File: src/rtl/um_ctrl_responder.sv
// Control-path responder: decodes single-flit register write/read commands,
// holds the um configuration registers and returns read completions.
module um_ctrl_responder #(
  parameter logic [27:0] MODULE_ID = 28'h0008007,
  parameter logic [7:0]  BLOCK_SEL = 8'h70,
  parameter logic [7:0]  PROTO_RST = 8'h00,
  parameter logic [31:0] NRTT_RST  = 32'd0
) (
  input  logic         clk,
  input  logic         rst_n,
  input  logic [133:0] dma2um_data,
  input  logic         dma2um_data_wr,
  output logic         um2dma_ready,
  output logic [133:0] um2dma_data,
  output logic         um2dma_data_wr,
  input  logic         dma2um_ready,
  input  logic [63:0]  scm_bit_num_cnt,
  input  logic [63:0]  scm_pkt_num_cnt,
  input  logic [63:0]  scm_time_cnt,
  output logic [7:0]   protocol_type,
  output logic         statistic_reset,
  output logic [31:0]  n_rtt,
  output logic [15:0]  cfg_err_cnt
);

  // Handshake: a command is accepted on a rising edge where dma2um_data_wr
  // and um2dma_ready are both 1; a completion is taken on a rising edge where
  // um2dma_data_wr and dma2um_ready are both 1.
  typedef enum logic {IDLE, RESP} state_t;

  state_t state_q, state_d;
  logic   started_q;

  logic [1:0]  cmd_type;
  logic [3:0]  opcode;
  logic [27:0] cmd_id;
  logic [7:0]  cmd_blk;
  logic [23:0] cmd_idx;
  logic [63:0] cmd_data;

  assign cmd_type = dma2um_data[133:132];
  assign opcode   = dma2um_data[127:124];
  assign cmd_id   = dma2um_data[123:96];
  assign cmd_blk  = dma2um_data[95:88];
  assign cmd_idx  = dma2um_data[87:64];
  assign cmd_data = dma2um_data[63:0];

  logic unused_bits;
  assign unused_bits = ^{dma2um_data[131:128], cmd_data[63:32]};

  logic accept, hdr_ok, blk_ok, is_wr, is_rd, wr_hit, rd_map, err_ev;
  logic [63:0] rd_value;

  // Ready is held low until the first clock after reset release.
  assign um2dma_ready = started_q && (state_q == IDLE);
  assign accept = dma2um_data_wr && um2dma_ready;
  assign hdr_ok = (cmd_type == 2'b01) && (cmd_id == MODULE_ID);
  assign blk_ok = (cmd_blk == BLOCK_SEL);
  assign is_wr  = accept && hdr_ok && (opcode == 4'hA);
  assign is_rd  = accept && hdr_ok && (opcode == 4'hB);
  assign wr_hit = is_wr && blk_ok && (cmd_idx <= 24'd2);
  assign rd_map = blk_ok && (cmd_idx <= 24'd5);
  // Every accepted flit that is neither a writable hit nor a mapped read is an error.
  assign err_ev = accept && !(wr_hit || (is_rd && rd_map));

  always_comb begin
    rd_value = '0;
    if (blk_ok) begin
      case (cmd_idx)
        24'd0:   rd_value = {56'd0, protocol_type};
        24'd2:   rd_value = {32'd0, n_rtt};
        24'd3:   rd_value = scm_bit_num_cnt;
        24'd4:   rd_value = scm_pkt_num_cnt;
        24'd5:   rd_value = scm_time_cnt;
        default: rd_value = '0;
      endcase
    end
  end

  always_comb begin
    state_d        = state_q;
    um2dma_data_wr = 1'b0;
    case (state_q)
      IDLE: if (is_rd) state_d = RESP;
      RESP: begin
        if (dma2um_ready) begin
          um2dma_data_wr = 1'b1;
          state_d        = IDLE;
        end
      end
      default: state_d = IDLE;
    endcase
  end

  always_ff @(posedge clk or negedge rst_n) begin
    if (!rst_n) begin
      state_q   <= IDLE;
      started_q <= 1'b0;
    end else begin
      state_q   <= state_d;
      started_q <= 1'b1;
    end
  end

  always_ff @(posedge clk or negedge rst_n) begin
    if (!rst_n) begin
      protocol_type   <= PROTO_RST;
      n_rtt           <= NRTT_RST;
      statistic_reset <= 1'b0;
      um2dma_data     <= '0;
    end else begin
      statistic_reset <= wr_hit && (cmd_idx == 24'd1) && cmd_data[0];
      if (wr_hit && (cmd_idx == 24'd0)) protocol_type <= cmd_data[7:0];
      if (wr_hit && (cmd_idx == 24'd2)) n_rtt <= cmd_data[31:0];
      // Completion is built at accept so RO counters are frozen at that edge.
      if (is_rd) um2dma_data <= {2'b01, 4'b0000, 4'hC, cmd_id, cmd_blk, cmd_idx, rd_value};
    end
  end

  always_ff @(posedge clk or negedge rst_n) begin
    if (!rst_n) begin
      cfg_err_cnt <= '0;
    end else if (err_ev && (cfg_err_cnt != 16'hFFFF)) begin
      cfg_err_cnt <= cfg_err_cnt + 16'd1;
    end
  end

endmodule

File: config.mk
export PLATFORM = sky130hd
export DESIGN_NAME = um_ctrl_responder
export DESIGN_NICKNAME = d
export VERILOG_FILES = /design/src/rtl/um_ctrl_responder.sv
export SDC_FILE = /design/constraint.sdc
export NUM_CORES = 1
export LEC_CHECK = 0
export ABC_CLOCK_PERIOD_IN_PS = 2810
export BUFFER_PORTS_ARGS = -buffer_cell sky130_fd_sc_hd__buf_2
export CAP_MARGIN = 20
export CORE_AREA = 2 2 202 204
export DETAILED_ROUTE_END_ITERATION = 7
export DIE_AREA = 0 0 204 206
export PLACE_DENSITY_LB_ADDON = 0.3
export SYNTH_ARGS = -nofsm -noshare
export SYNTH_HDL_FRONTEND = slang
export SYNTH_SLANG_ARGS = --single-unit
File: constraint.sdc
create_clock -name clk -period 2.81 [get_ports clk]
set_clock_uncertainty 0.05 [all_clocks]
set_input_delay 0.1405 -clock clk [delete_from_list [all_inputs] [get_ports clk]]
set_output_delay 0.1405 -clock clk [all_outputs]
set_load 0.03 [all_outputs]
* Word level (Yosys, flattened, before mapping)
Cells that the tools add are included.
** Storage, ports and cells
- Register bits :: 184
- Output and inout bits :: 193
** Operators by class
- Add/sub/neg operators :: 1
- Magnitude comparators :: 2
- Eq/ne operators :: 11
- Muxes and demuxes :: 7
- Bitwise gates (word level) :: 1
- Reductions and logical operators :: 19
** Operators by type and width (number)
- 64-bit case mux with 5 select lines :: 1
- 64-bit 2-to-1 mux :: 1
- 24-bit by 2-bit equality test with 1-bit output, second input constant :: 2
- 24-bit by 3-bit equality test with 1-bit output, second input constant :: 2
- 28-bit by 16-bit equality test with 1-bit output, second input constant :: 1
- 24-bit by 1-bit equality test with 1-bit output, second input constant :: 1
- 24-bit by 2-bit less-or-equal comparator with 1-bit output, second input constant :: 1
- 24-bit by 3-bit less-or-equal comparator with 1-bit output, second input constant :: 1
- 24-bit zero test :: 1
- 16-bit by 1-bit adder with 16-bit output, second input constant :: 1
- 1-bit logical AND :: 16
- 16-bit != test, second input constant :: 1
- 4-bit equality test, second input constant :: 2
- 8-bit by 7-bit equality test with 1-bit output, second input constant :: 1
- 1-bit 2-to-1 mux :: 4
- 2-bit by 1-bit equality test with 1-bit output, second input constant :: 1
- 1-bit case mux with 2 select lines :: 1
- 1-bit zero test :: 1
- 1-bit logical OR :: 1
- 1-bit inverter :: 1

* Logic depth before layout (Yosys ltp)
Gate-level depths: netlist of the first run.
- Word-level depth :: 11
- Mapped depth :: 8

* Worst setup path after synthesis of the first run
OpenSTA, ideal clock, no wires.
- Path type :: register -> register
- Start :: register state_q
- End :: register n_rtt[10]
- Setup time :: 125 ps
- Data arrival time :: 2143 ps
- Path slack :: 492 ps
- Cell stages (with the launch flop) :: 9
- Period minus slack after synthesis :: 2318 ps
- Path through :: dfrtp_1 > and3b_1 > nand4_1 > nor3_2 > nand4b_1 > or4b_1 > buf_2 > buf_6 > mux2_4
** On the way
- Longest elaborated chain between the ends :: 8
** RTL lines
- from (decl) :: line 31 : state_t state_q, state_d;
- from (signal assigned) :: line 100 : state_q <= state_d;
- 1-bit inverter
- 1-bit logical AND :: line 55 : assign um2dma_ready = started_q && (state_q == IDLE);
- 1-bit logical AND :: line 56 : assign accept = dma2um_data_wr && um2dma_ready;
- 1-bit logical AND (2 in series) :: line 59 : assign is_wr = accept && hdr_ok && (opcode == 4'hA);
- 1-bit logical AND (2 in series) :: line 61 : assign wr_hit = is_wr && blk_ok && (cmd_idx <= 24'd2);
- 1-bit logical AND :: line 114 : if (wr_hit && (cmd_idx == 24'd2)) n_rtt <= cmd_data[31:0];
- to (signal assigned) :: line 114
- to (decl) :: line 22 : output logic [31:0] n_rtt,
No other way between the ends.
A chain may end at the register's enable or synchronous reset.

* Final worst setup path of the first run
- Start :: input dma2um_data[89]
- End :: register n_rtt[28]
** On the way
- Longest elaborated chain between the ends :: 4
** RTL lines
- from (decl) :: line 11 : input logic [133:0] dma2um_data,
- 8-bit by 7-bit equality test with 1-bit output :: line 58 : assign blk_ok = (cmd_blk == BLOCK_SEL);
- 1-bit logical AND (2 in series) :: line 61
- 1-bit logical AND :: line 114
No other way between the ends.

==> flow_metrics.py, run 1 <==
metrics = {
    "outcome": {
        "status": "finished, final reports clean",
    },
    "final_layout": {
        "diodes": 0,
        "final_nets": 1676,
        "register_area_um2": 4600,
        "fillCellCount": 4136,
        "layout-drive-gt1-share_pct": 45.4,
        "multi_input_area_um2": 3640,
        "area_growth_pct": 60.0,
        "finalInstanceArea_um2": 13600,
    },
    "place": {
        "gp_congestion": 0.879,
        "place_hpwl_mm": 23.2,
        "post_dp_cell_area_um2": 11600,
        "portBuffers": 479,
    },
    "clock_tree": {
        "cts_max_path_buffers": 2,
        "cts_sinks": 184,
        "h-tree-depth": 4,
        "cts_tree": "done",
        "cts_buffers": 17,
        "clock-root-buffer": "clkbuf_16",
        "clk_latency_ns": 0.44,
        "path_clk_slew_ns": 0.07,
    },
    "worst_setup_path": {
        "critPathKind": "input port to register",
        "startpoint_type": "input port",
        "critPathArrivalTime_ns": 2.90,
        "cp_max_fo": 32,
        "critPathCaptureType": "register",
        "cp_data_required_time_ns": 3.08,
    },
    "yosys": {
        "synth_edf_count": 0,
        "yosysWarnings": 0,
        "syn_inst": 743,
        "yosys-top-cells-area": "dfrtp_1 (54%), a22o_1 (5.8%), mux2_2 (5.3%)",
        "yosysTopAreaCell": "dfrtp_1",
        "yosysTopAreaCellShare_pct": 54.2,
        "ys_types": 40,
        "ys_ff_latch": 184,
        "synthArstFlopShare_pct": 100,
        "synth_most_common_cell": "dfrtp_1",
        "synthFlopType": "dfrtp_1",
        "syn_area_um2": 8490,
        "syn_avg_cell_area_um2": 11.4,
        "yosysSeqAreaShare_pct": 54.2,
        "synthTopCellsByCount": "dfrtp_1 (184), nand2_1 (84), o21ai_0 (82)",
    },
    "power": {
        "power.switching_fraction_pct": 26.2,
        "p_int_mw": 4.42,
        "comb_power_share_pct": 14.1,
        "clockPowerShare_pct": 40.3,
        "power_frac_seq_pct": 45.7,
        "ir_worst_vdd_mv": 0.395,
        "pwr_density_cell_nw_per_um2": 441,
        "switchingPower_mw": 1.57,
        "p_leak_nw": 7.13,
    },
    "floorplan": {
        "die_w_um": 204,
        "coreArea_um2": 40200,
        "io_pins": 523,
        "dieArea_um2": 42000,
        "die_h_um": 206,
        "initial_utilization_pct": 21.1,
        "fp-row-count": 74,
    },
    "job": {
        "max_cap_violations": 0,
    },
    "route": {
        "via_count": 8364,
        "firstDrtPassIters": 4,
        "drtIter0Drc": 349,
        "wl_per_cell_um": 17.1,
        "finalWirelength_mm": 32.4,
        "postRouteAntennaNets": 0,
        "via_per_inst": 4.43,
        "drc_errors": 0,
    },
    "sta": {
        "fin_crit_sh_pct": 93.6,
        "max_freq_mhz": 380,
        "setup_viol": 0,
        "rsz0062_at_grt": "no",
        "hold_slack_ns": 0.0301,
        "worst_pin_slew_ns": 0.931,
        "min_period_ns": 2.63,
        "drv_slew": 0,
        "finalHoldViolations": 0,
        "relSlewSlack_pct": 37.6,
    },
    "grt": {
        "grt_pass1_vias": 8299,
        "antenna_found_initial": 0,
        "grt_usage_pct": 14.8,
        "grt_overflow": 0,
        "grt_pass1_wl_mm": 47.3,
        "grt_max_degree": 65,
    },
    "hold_path": {
        "holdCritPathClass": "input port to register",
    },
}
[placed cells by master, fill, tap and decap left out, types with 2 or more instances in the layout]
| master | n |
|---|---|
| a221oi_1 | 24 |
| a22o_1 | 56 |
| a22oi_1 | 40 |
| and2_0 | 2 |
| and2_1 | 28 |
| and3_1 | 11 |
| and4_1 | 4 |
| buf_12 | 8 |
| buf_2 | 478 |
| buf_4 | 18 |
| clkbuf_16 | 17 |
| clkbuf_8 | 4 |
| clkinv_2 | 3 |
| clkinv_4 | 2 |
| clkinvlp_4 | 2 |
| conb_1 | 8 |
| dfrtp_1 | 184 |
| dlygate4sd3_1 | 139 |
| inv_6 | 4 |
| mux2_1 | 3 |
| mux2_2 | 40 |
| mux2_4 | 30 |
| mux2i_1 | 8 |
| nand2_1 | 83 |
| nand2b_1 | 6 |
| nand3_1 | 6 |
| nand4_1 | 13 |
| nand4b_1 | 2 |
| nor2_1 | 5 |
| nor2b_1 | 3 |
| nor2b_4 | 2 |
| nor3_1 | 3 |
| nor3b_2 | 2 |
| nor4_1 | 7 |
| nor4b_1 | 3 |
| o21ai_0 | 82 |
| or4_1 | 2 |
| xnor2_1 | 15 |
[power groups by stage]
stage / combinational, mW / clock (mW) / sequential [mW]
floorplan: 0.204 / 0 / 2.86
global placement: 0.681 / 0 / 2.78
detailed placement: 0.689 / 0 / 2.79
CTS: 0.848 / 2.53 / 2.73
global route: 0.917 / 2.63 / 2.74
finish: 0.841 / 2.41 / 2.73
[final cells by class]
class                      count  share of cell area, %
inverter                       1                 0.0276
multi-input combinational    497                   26.8
clock buffer                  20                   3.44
clock inverter                12                  0.829
tap                          532                   4.90
sequential                   184                   33.9
timing repair buffer         644                   30.1
[registers in the layout, summed over array words and instances, names as in the netlist]
register	cells
um2dma_data	125
state_q	1
protocol_type	8
cfg_err_cnt	16
started_q	1
statistic_reset	1
n_rtt	32
[through the flow]
stage	TNS (ns)	setup slack, ns	power, mW	std cells	util (%)
floorplan	0	0.492	3.06	749	-
global placement	-2.13	-0.0777	3.47	1717	28.8
detailed placement	-2.34	-0.0859	3.48	1717	28.8
CTS	0	0.0353	6.11	1889	33.8
global route	0	0.0702	6.28	1890	33.8
finish	0	0.181	5.99	1890	33.8
[worst max-delay path: stages]
cell and delay, ns:
dlygate4sd3_1 0.53, buf_2 0.12, or4_1 0.52, nor2_1 0.26, nand4b_1 0.20, or4b_4 0.53
buf_12 0.20, mux2_4 0.33
[path summary, 6_finish.rpt]
| path | start | end | slack, ns | cells after the start |
|---|---|---|---|---|
| worst max register to register | state_q | n_rtt[28] | 0.22 | 7 |
| max in group asynchronous | rst_n | n_rtt[31] | 1.69 | 3 |
| worst min register to register | um2dma_data[98] | um2dma_data[98] | 0.41 | 1 |
| worst max-delay path | dma2um_data[89] | n_rtt[28] | 0.18 | 8 |
| worst min-delay path | scm_bit_num_cnt[10] | um2dma_data[10] | 0.03 | 3 |
| min in group asynchronous | rst_n | um2dma_data[108] | 0.22 | 2 |
[what timing repair did]
| item | CTS | global route |
|---|---|---|
| setup buffers | 1 | 1 |
| setup endpoints to repair | 32 | 32 |
| hold endpoints to repair | 188 | 0 |
| pin swaps | 1 | 1 |
| hold buffers | 139 | 0 |
| resized for setup | 0 | 2 |
[logic make-up (layout without fill, tap and decap cells)]
kind of cell / after synthesis / count (layout) / synth area share, %
xor+xnor: 15 / 15 / 1.55
mux: 81 / 81 / 12.0
simple gates: 189 / 189 / 11.6
flops: 184 / 184 / 54.2
other cells: 2 / 8 / 0.0885
buf+inv: 68 / 677 / 3.68
compound gates: 203 / 203 / 16.7
fa+ha+maj: 1 / 1 / 0.147
[layer usage]
layer / share of wire [%] / wire (um) / track usage [%] / up-vias
met3: 5.7 / 1860 / 3.53 / 36
met4: 2.0 / 650 / 4.55 / 0
li1: - / - / - / 3920
met1: 42 / 13700 / 18.2 / 4088
met2: 50 / 16200 / 25.7 / 320
met5: 0 / 0 / 0 / -
Power figures use the tool's default switching activity.
==> inputs of run 2 (changes only) <==
CORE_AREA = 2 2 201 203   (was 2 2 202 204)
DIE_AREA = 0 0 203 205   (was 0 0 204 206)
==> run 2 against run 1 <==
Effect of this change:
- via count is 0.29% higher
- sequential power hardly changed
- largest cell class unchanged
- worst hold slack worse by 0.0071 ns
- largest power group unchanged
- critical path depth is 1 higher
- worst setup slack worse by 0.078 ns
- count of clock-buffer cells in the layout is 2 lower
- first-iteration DRC count is 11% higher
- die area is 0.97% lower
==> flow_metrics.py, run 2 (synthesis results as in run 1) <==
metrics = {
    "outcome": {
        "status": "finished, final reports clean",
    },
    "hold_path": {
        "min_to": "um2dma_data[62]",
        "hp-start": "scm_pkt_num_cnt[62]",
        "holdCritPathClass": "input port to register",
        "hold_depth": 3,
    },
    "place": {
        "placed_cells": 1709,
        "place_hpwl_mm": 23.4,
        "gp_congestion": 0.866,
        "portBuffers": 479,
    },
    "job": {
        "max_cap_violations": 0,
    },
    "clock_tree": {
        "cts_sinks": 184,
        "cts_max_path_buffers": 2,
        "cts_tree": "done",
        "clk_latency_ns": 0.44,
        "cts_buffers": 17,
        "path_clk_slew_ns": 0.07,
        "clock-root-buffer": "clkbuf_16",
        "h-tree-depth": 4,
    },
    "worst_setup_path": {
        "slowest_stage": "or4b_4",
        "cp_data_required_time_ns": 3.09,
        "rr_worst_depth": 7,
        "startpoint_type": "input port",
        "cp_cell_sequence": "dlygate4sd3_1 -> buf_2 -> nor4_1 -> nand4_1 -> nor2_1 -> nand4b_1 -> or4b_4 -> clkbuf_16 -> mux2_4",
        "critPathCaptureType": "register",
        "slowest_delay_ns": 0.59,
        "reg2reg_slack_ns": 0.12,
        "crit-reg2reg-launch": "state_q",
        "cp_max_fo": 16,
        "critPathArrivalTime_ns": 2.99,
        "critPathKind": "input port to register",
        "timing.rr.end": "n_rtt[2]",
    },
    "route": {
        "via_count": 8388,
        "firstDrtPassIters": 5,
        "finalWirelength_mm": 33.1,
        "drc_errors": 0,
        "via_per_inst": 4.45,
        "drtIter0Drc": 389,
        "postRouteAntennaNets": 0,
        "wl_per_cell_um": 17.6,
    },
    "power": {
        "ir_worst_vdd_mv": 0.398,
        "p_leak_nw": 7.12,
        "p_total_mw": 5.83,
        "pwr_density_cell_nw_per_um2": 430,
    },
    "grt": {
        "grt_pass1_vias": 8488,
        "grt_overflow": 0,
        "grt_pass1_wl_mm": 48.6,
        "grt_usage_pct": 15.3,
        "antenna_found_initial": 0,
        "grt_max_degree": 71,
    },
    "sta": {
        "max_freq_mhz": 369,
        "hold_slack_ns": 0.0230,
        "worst_pin_slew_ns": 0.498,
        "relSlewSlack_pct": 66.8,
        "setup_viol": 0,
        "fin_crit_sh_pct": 96.4,
        "rsz0062_at_grt": "no",
        "finalHoldViolations": 0,
        "drv_slew": 0,
        "min_period_ns": 2.71,
    },
    "floorplan": {
        "initial_utilization_pct": 21.6,
        "die_w_um": 203,
        "dieArea_um2": 41600,
        "coreArea_um2": 39400,
        "io_pins": 523,
        "fp-row-count": 73,
        "die_h_um": 205,
    },
    "final_layout": {
        "top_register": "um2dma_data",
        "layout-drive-gt1-share_pct": 45.2,
        "fillCellCount": 4013,
        "fin_cells": 1883,
        "multi_input_area_um2": 3640,
        "largest_reg_flops": 125,
        "final_nets": 1677,
        "area_growth_pct": 59.7,
        "register_area_um2": 4600,
        "top_regs": "um2dma_data (125), n_rtt (32), cfg_err_cnt (16)",
        "final_common_cell": "buf_2",
        "diodes": 0,
        "layout_common_cells": "buf_2 (478), dfrtp_1 (184), dlygate4sd3_1 (140)",
    },
}
==> run 2: cell count changes in the layout (fill, tap and decap cells not counted), sizes merged <==
cell	delta
clkinvlp	+3
clkinv	-1
dlygate4sd3	+1
bufinv	-1
clkbuf	-1
buf	-1
==> run 2: worst max-delay path by stage <==
stage                           startpoint         to  slack, ns  cells after the start
after CTS                          state_q  n_rtt[29]       0.02                      7
after global placement    dma2um_data[114]  n_rtt[29]      -0.14                      8
final                      dma2um_data[67]   n_rtt[2]       0.10                      9
after floorplan                    state_q  n_rtt[10]       0.49                      8
after global routing               state_q   n_rtt[3]       0.03                      7
after detailed placement  dma2um_data[114]  n_rtt[17]      -0.11                      8
==> run 2: what timing repair did <==
item / CTS / global route
endpoints found under the setup margin: 32 / 32
pin swaps: 1 / 1
hold buffers: 140 / 0
hold endpoints to repair: 172 / 0
gates cloned: 0 / 1
resized for setup: 1 / 2
buffers inserted: 0 / 1
==> run 2: final cells by class <==
cell class / count / share of cell area, %
repair buffers: 645 / 30.4
flip-flops and latches: 184 / 33.9
multi-input cells: 497 / 26.9
clock inverters: 13 / 0.729
well taps: 525 / 4.84
clock buffers: 18 / 3.16
inverters: 1 / 0.0277
==> run 2: power by group <==
group | internal (mW) | switching (mW) | leakage [nW]
sequential | 2.69 | 0.0532 | 2.56
combinational | 0.432 | 0.412 | 4.31
clock | 1.14 | 1.11 | 0.247
==> run 2: layer usage <==
metal  up-vias  wire, um  global-route usage, %
met5         -         0                      0
met4         0       619                   4.82
met3        36      1870                   3.72
met2       324     16400                   26.2
met1      4104     14200                   19.0
li1       3924         -                      -
==> run 2: per-stage QoR <==
step | utilization, % | instance area (um2) | worst slack, ns | setup TNS (ns)
3_5_place_dp | 29.4 | 11600 | -0.111 | -3.09
4_1_cts | 34.3 | 13500 | 0.0226 | 0
2_1_floorplan | - | 8510 | 0.492 | 0
5_1_grt | 34.5 | 13600 | 0.0343 | 0
3_3_place_gp | 29.4 | 11600 | -0.138 | -4.08
6_report | 34.5 | 13600 | 0.102 | 0
==> run 2: critical path: cells and delay by family <==
family,cells,cell delay [ns]
buf+inv,3,0.93
mux,1,0.31
simple gates,5,1.59
==> inputs of run 3 (changes only) <==
ABC_CLOCK_PERIOD_IN_PS = 3100   (was 2810)
HOLD_SLACK_MARGIN = 0.05   (was unset)
clock period = 3.1 ns   (was 2.81 ns; I/O delays follow)
==> run 3 against run 2 <==
Effect of this change:
- global-route usage hardly changed
- count of clock-buffer cells in the layout is 4 higher
- non-clock buffer count is 3 higher
- routed wire length is 1.2% lower
- clock power is 4% lower
- final area is 0.12% lower
- critical path type is now register to register
- critical endpoint is now n_rtt[27]
- largest cell class unchanged
- largest power group unchanged
- highest routed layer unchanged
==> flow_metrics.py, run 3 (synthesis results as in run 1) <==
metrics = {
    "floorplan": {
        "die_w_um": 203,
        "initial_utilization_pct": 21.6,
        "fp-row-count": 73,
        "coreArea_um2": 39400,
        "die_h_um": 205,
        "dieArea_um2": 41600,
        "io_pins": 523,
    },
    "hold_path": {
        "holdCritPathClass": "input port to register",
        "hp-start": "scm_time_cnt[37]",
    },
    "job": {
        "max_cap_violations": 0,
    },
    "worst_setup_path": {
        "critPathCaptureType": "register",
        "cp_cell_sequence": "and3b_2 -> nand4_1 -> nor3_4 -> nand4b_1 -> or4b_2 -> buf_12 -> mux2_4",
        "slowest_delay_ns": 0.69,
        "crit-reg2reg-launch": "state_q",
        "critPathKind": "register to register",
        "startpoint_type": "register",
        "cp_data_required_time_ns": 3.37,
        "cp-startpoint": "state_q",
        "slowest_stage": "or4b_2",
        "cp_max_fo": 32,
        "critPathArrivalTime_ns": 3.25,
    },
    "grt": {
        "grt_pass1_vias": 8519,
        "grt_max_degree": 85,
        "grt_usage_pct": 15.3,
        "grt_pass1_wl_mm": 48.6,
        "antenna_found_initial": 0,
        "grt_overflow": 0,
    },
    "power": {
        "pwr_density_cell_nw_per_um2": 398,
        "p_total_mw": 5.39,
        "ir_worst_vdd_mv": 0.379,
        "p_leak_nw": 7.10,
    },
    "route": {
        "drc_errors": 0,
        "wl_per_cell_um": 17.3,
        "firstDrtPassIters": 4,
        "finalWirelength_mm": 32.7,
        "drtIter0Drc": 349,
        "postRouteAntennaNets": 0,
        "via_count": 8249,
        "via_per_inst": 4.37,
    },
    "clock_tree": {
        "cts_tree": "done",
        "cts_sinks": 184,
        "cts_max_path_buffers": 2,
        "clock-root-buffer": "clkbuf_16",
        "clk_latency_ns": 0.44,
        "h-tree-depth": 4,
        "cts_buffers": 17,
        "path_clk_slew_ns": 0.07,
    },
    "final_layout": {
        "area_growth_pct": 59.5,
        "final_nets": 1680,
        "final_core_util_pct": 34.4,
        "diodes": 0,
        "top_regs": "um2dma_data (125), n_rtt (32), cfg_err_cnt (16)",
        "layout_common_cells": "buf_2 (478), dfrtp_1 (184), dlygate4sd3_1 (149)",
        "largest_reg_flops": 125,
        "final_common_cell": "buf_2",
        "layout-drive-gt1-share_pct": 44.6,
        "top_register": "um2dma_data",
    },
    "sta": {
        "worst_pin_slew_ns": 1.04,
        "setup_viol": 0,
        "hold_slack_ns": 0.0891,
        "setup_ws_ns": 0.128,
        "fin_crit_sh_pct": 95.9,
        "finalHoldViolations": 0,
        "max_freq_mhz": 337,
        "relSlewSlack_pct": 30.8,
        "drv_slew": 0,
        "tns_ns": 0,
        "rsz0062_at_grt": "no",
        "min_period_ns": 2.97,
    },
    "place": {
        "place_ws_ns": 0.0931,
        "portBuffers": 479,
        "gp_congestion": 0.886,
        "place_hpwl_mm": 23.7,
    },
    "outcome": {
        "status": "finished, final reports clean",
    },
}
## run 3: path summary, 6_finish.rpt
kind	to	slack [ns]	cells past startpoint
hold reg to reg	um2dma_data[97]	0.41	1
setup / recovery	n_rtt[27]	0.13	7
max in group asynchronous	um2dma_data[107]	1.95	3
hold / removal	um2dma_data[37]	0.09	4
min in group asynchronous	cfg_err_cnt[6]	0.28	2
setup reg to reg	n_rtt[27]	0.13	7
## run 3: per-layer routing
metal / vias to the layer above / track usage, % / part of all wire, %
met3: 36 / 4.17 / 5.9
met1: 3993 / 19.1 / 43
li1: 3919 / - / -
met5: - / 0 / 0
met2: 301 / 25.8 / 49
met4: 0 / 4.98 / 2.0
## run 3: critical path, delay by kind of cell (launching register included)
| kind | cells | cell delay [ns] |
|---|---|---|
| buffers and inverters | 1 | 0.21 |
| muxes | 1 | 0.33 |
| and+or+nand+nor | 5 | 1.80 |
| DFF | 1 | 0.40 |
## run 3: where the power goes
group / leakage, nW / switching (mW) / internal (mW)
clock network: 0.267 / 0.989 / 1.15
logic: 4.27 / 0.372 / 0.392
registers: 2.56 / 0.0478 / 2.44
total: 7.10 / 1.41 / 3.98
## run 3: what timing repair did
| item | 4_1_cts | 5_1_grt |
|---|---|---|
| endpoints found under the setup margin | 0 | 25 |
| gates resized for setup | 0 | 2 |
| hold endpoints to repair | 205 | 0 |
| setup buffers | 0 | 0 |
| hold buffers | 149 | 0 |
## run 3: stage by stage
step,cell area [um2],instances
floorplan,8510,749
global placement,11500,1706
detailed placement,11500,1706
CTS,13500,1887
global route,13500,1887
finish,13500,1887
## run 3: final cells by class
class                      instances  area, um2
clock buffer                      22        464
sequential                       184       4600
timing repair buffer             648       4090
fill                            4019      25800
clock inverter                    10       93.8
multi-input combinational        497       3640
inverter                           1       3.75
tap                              525        657
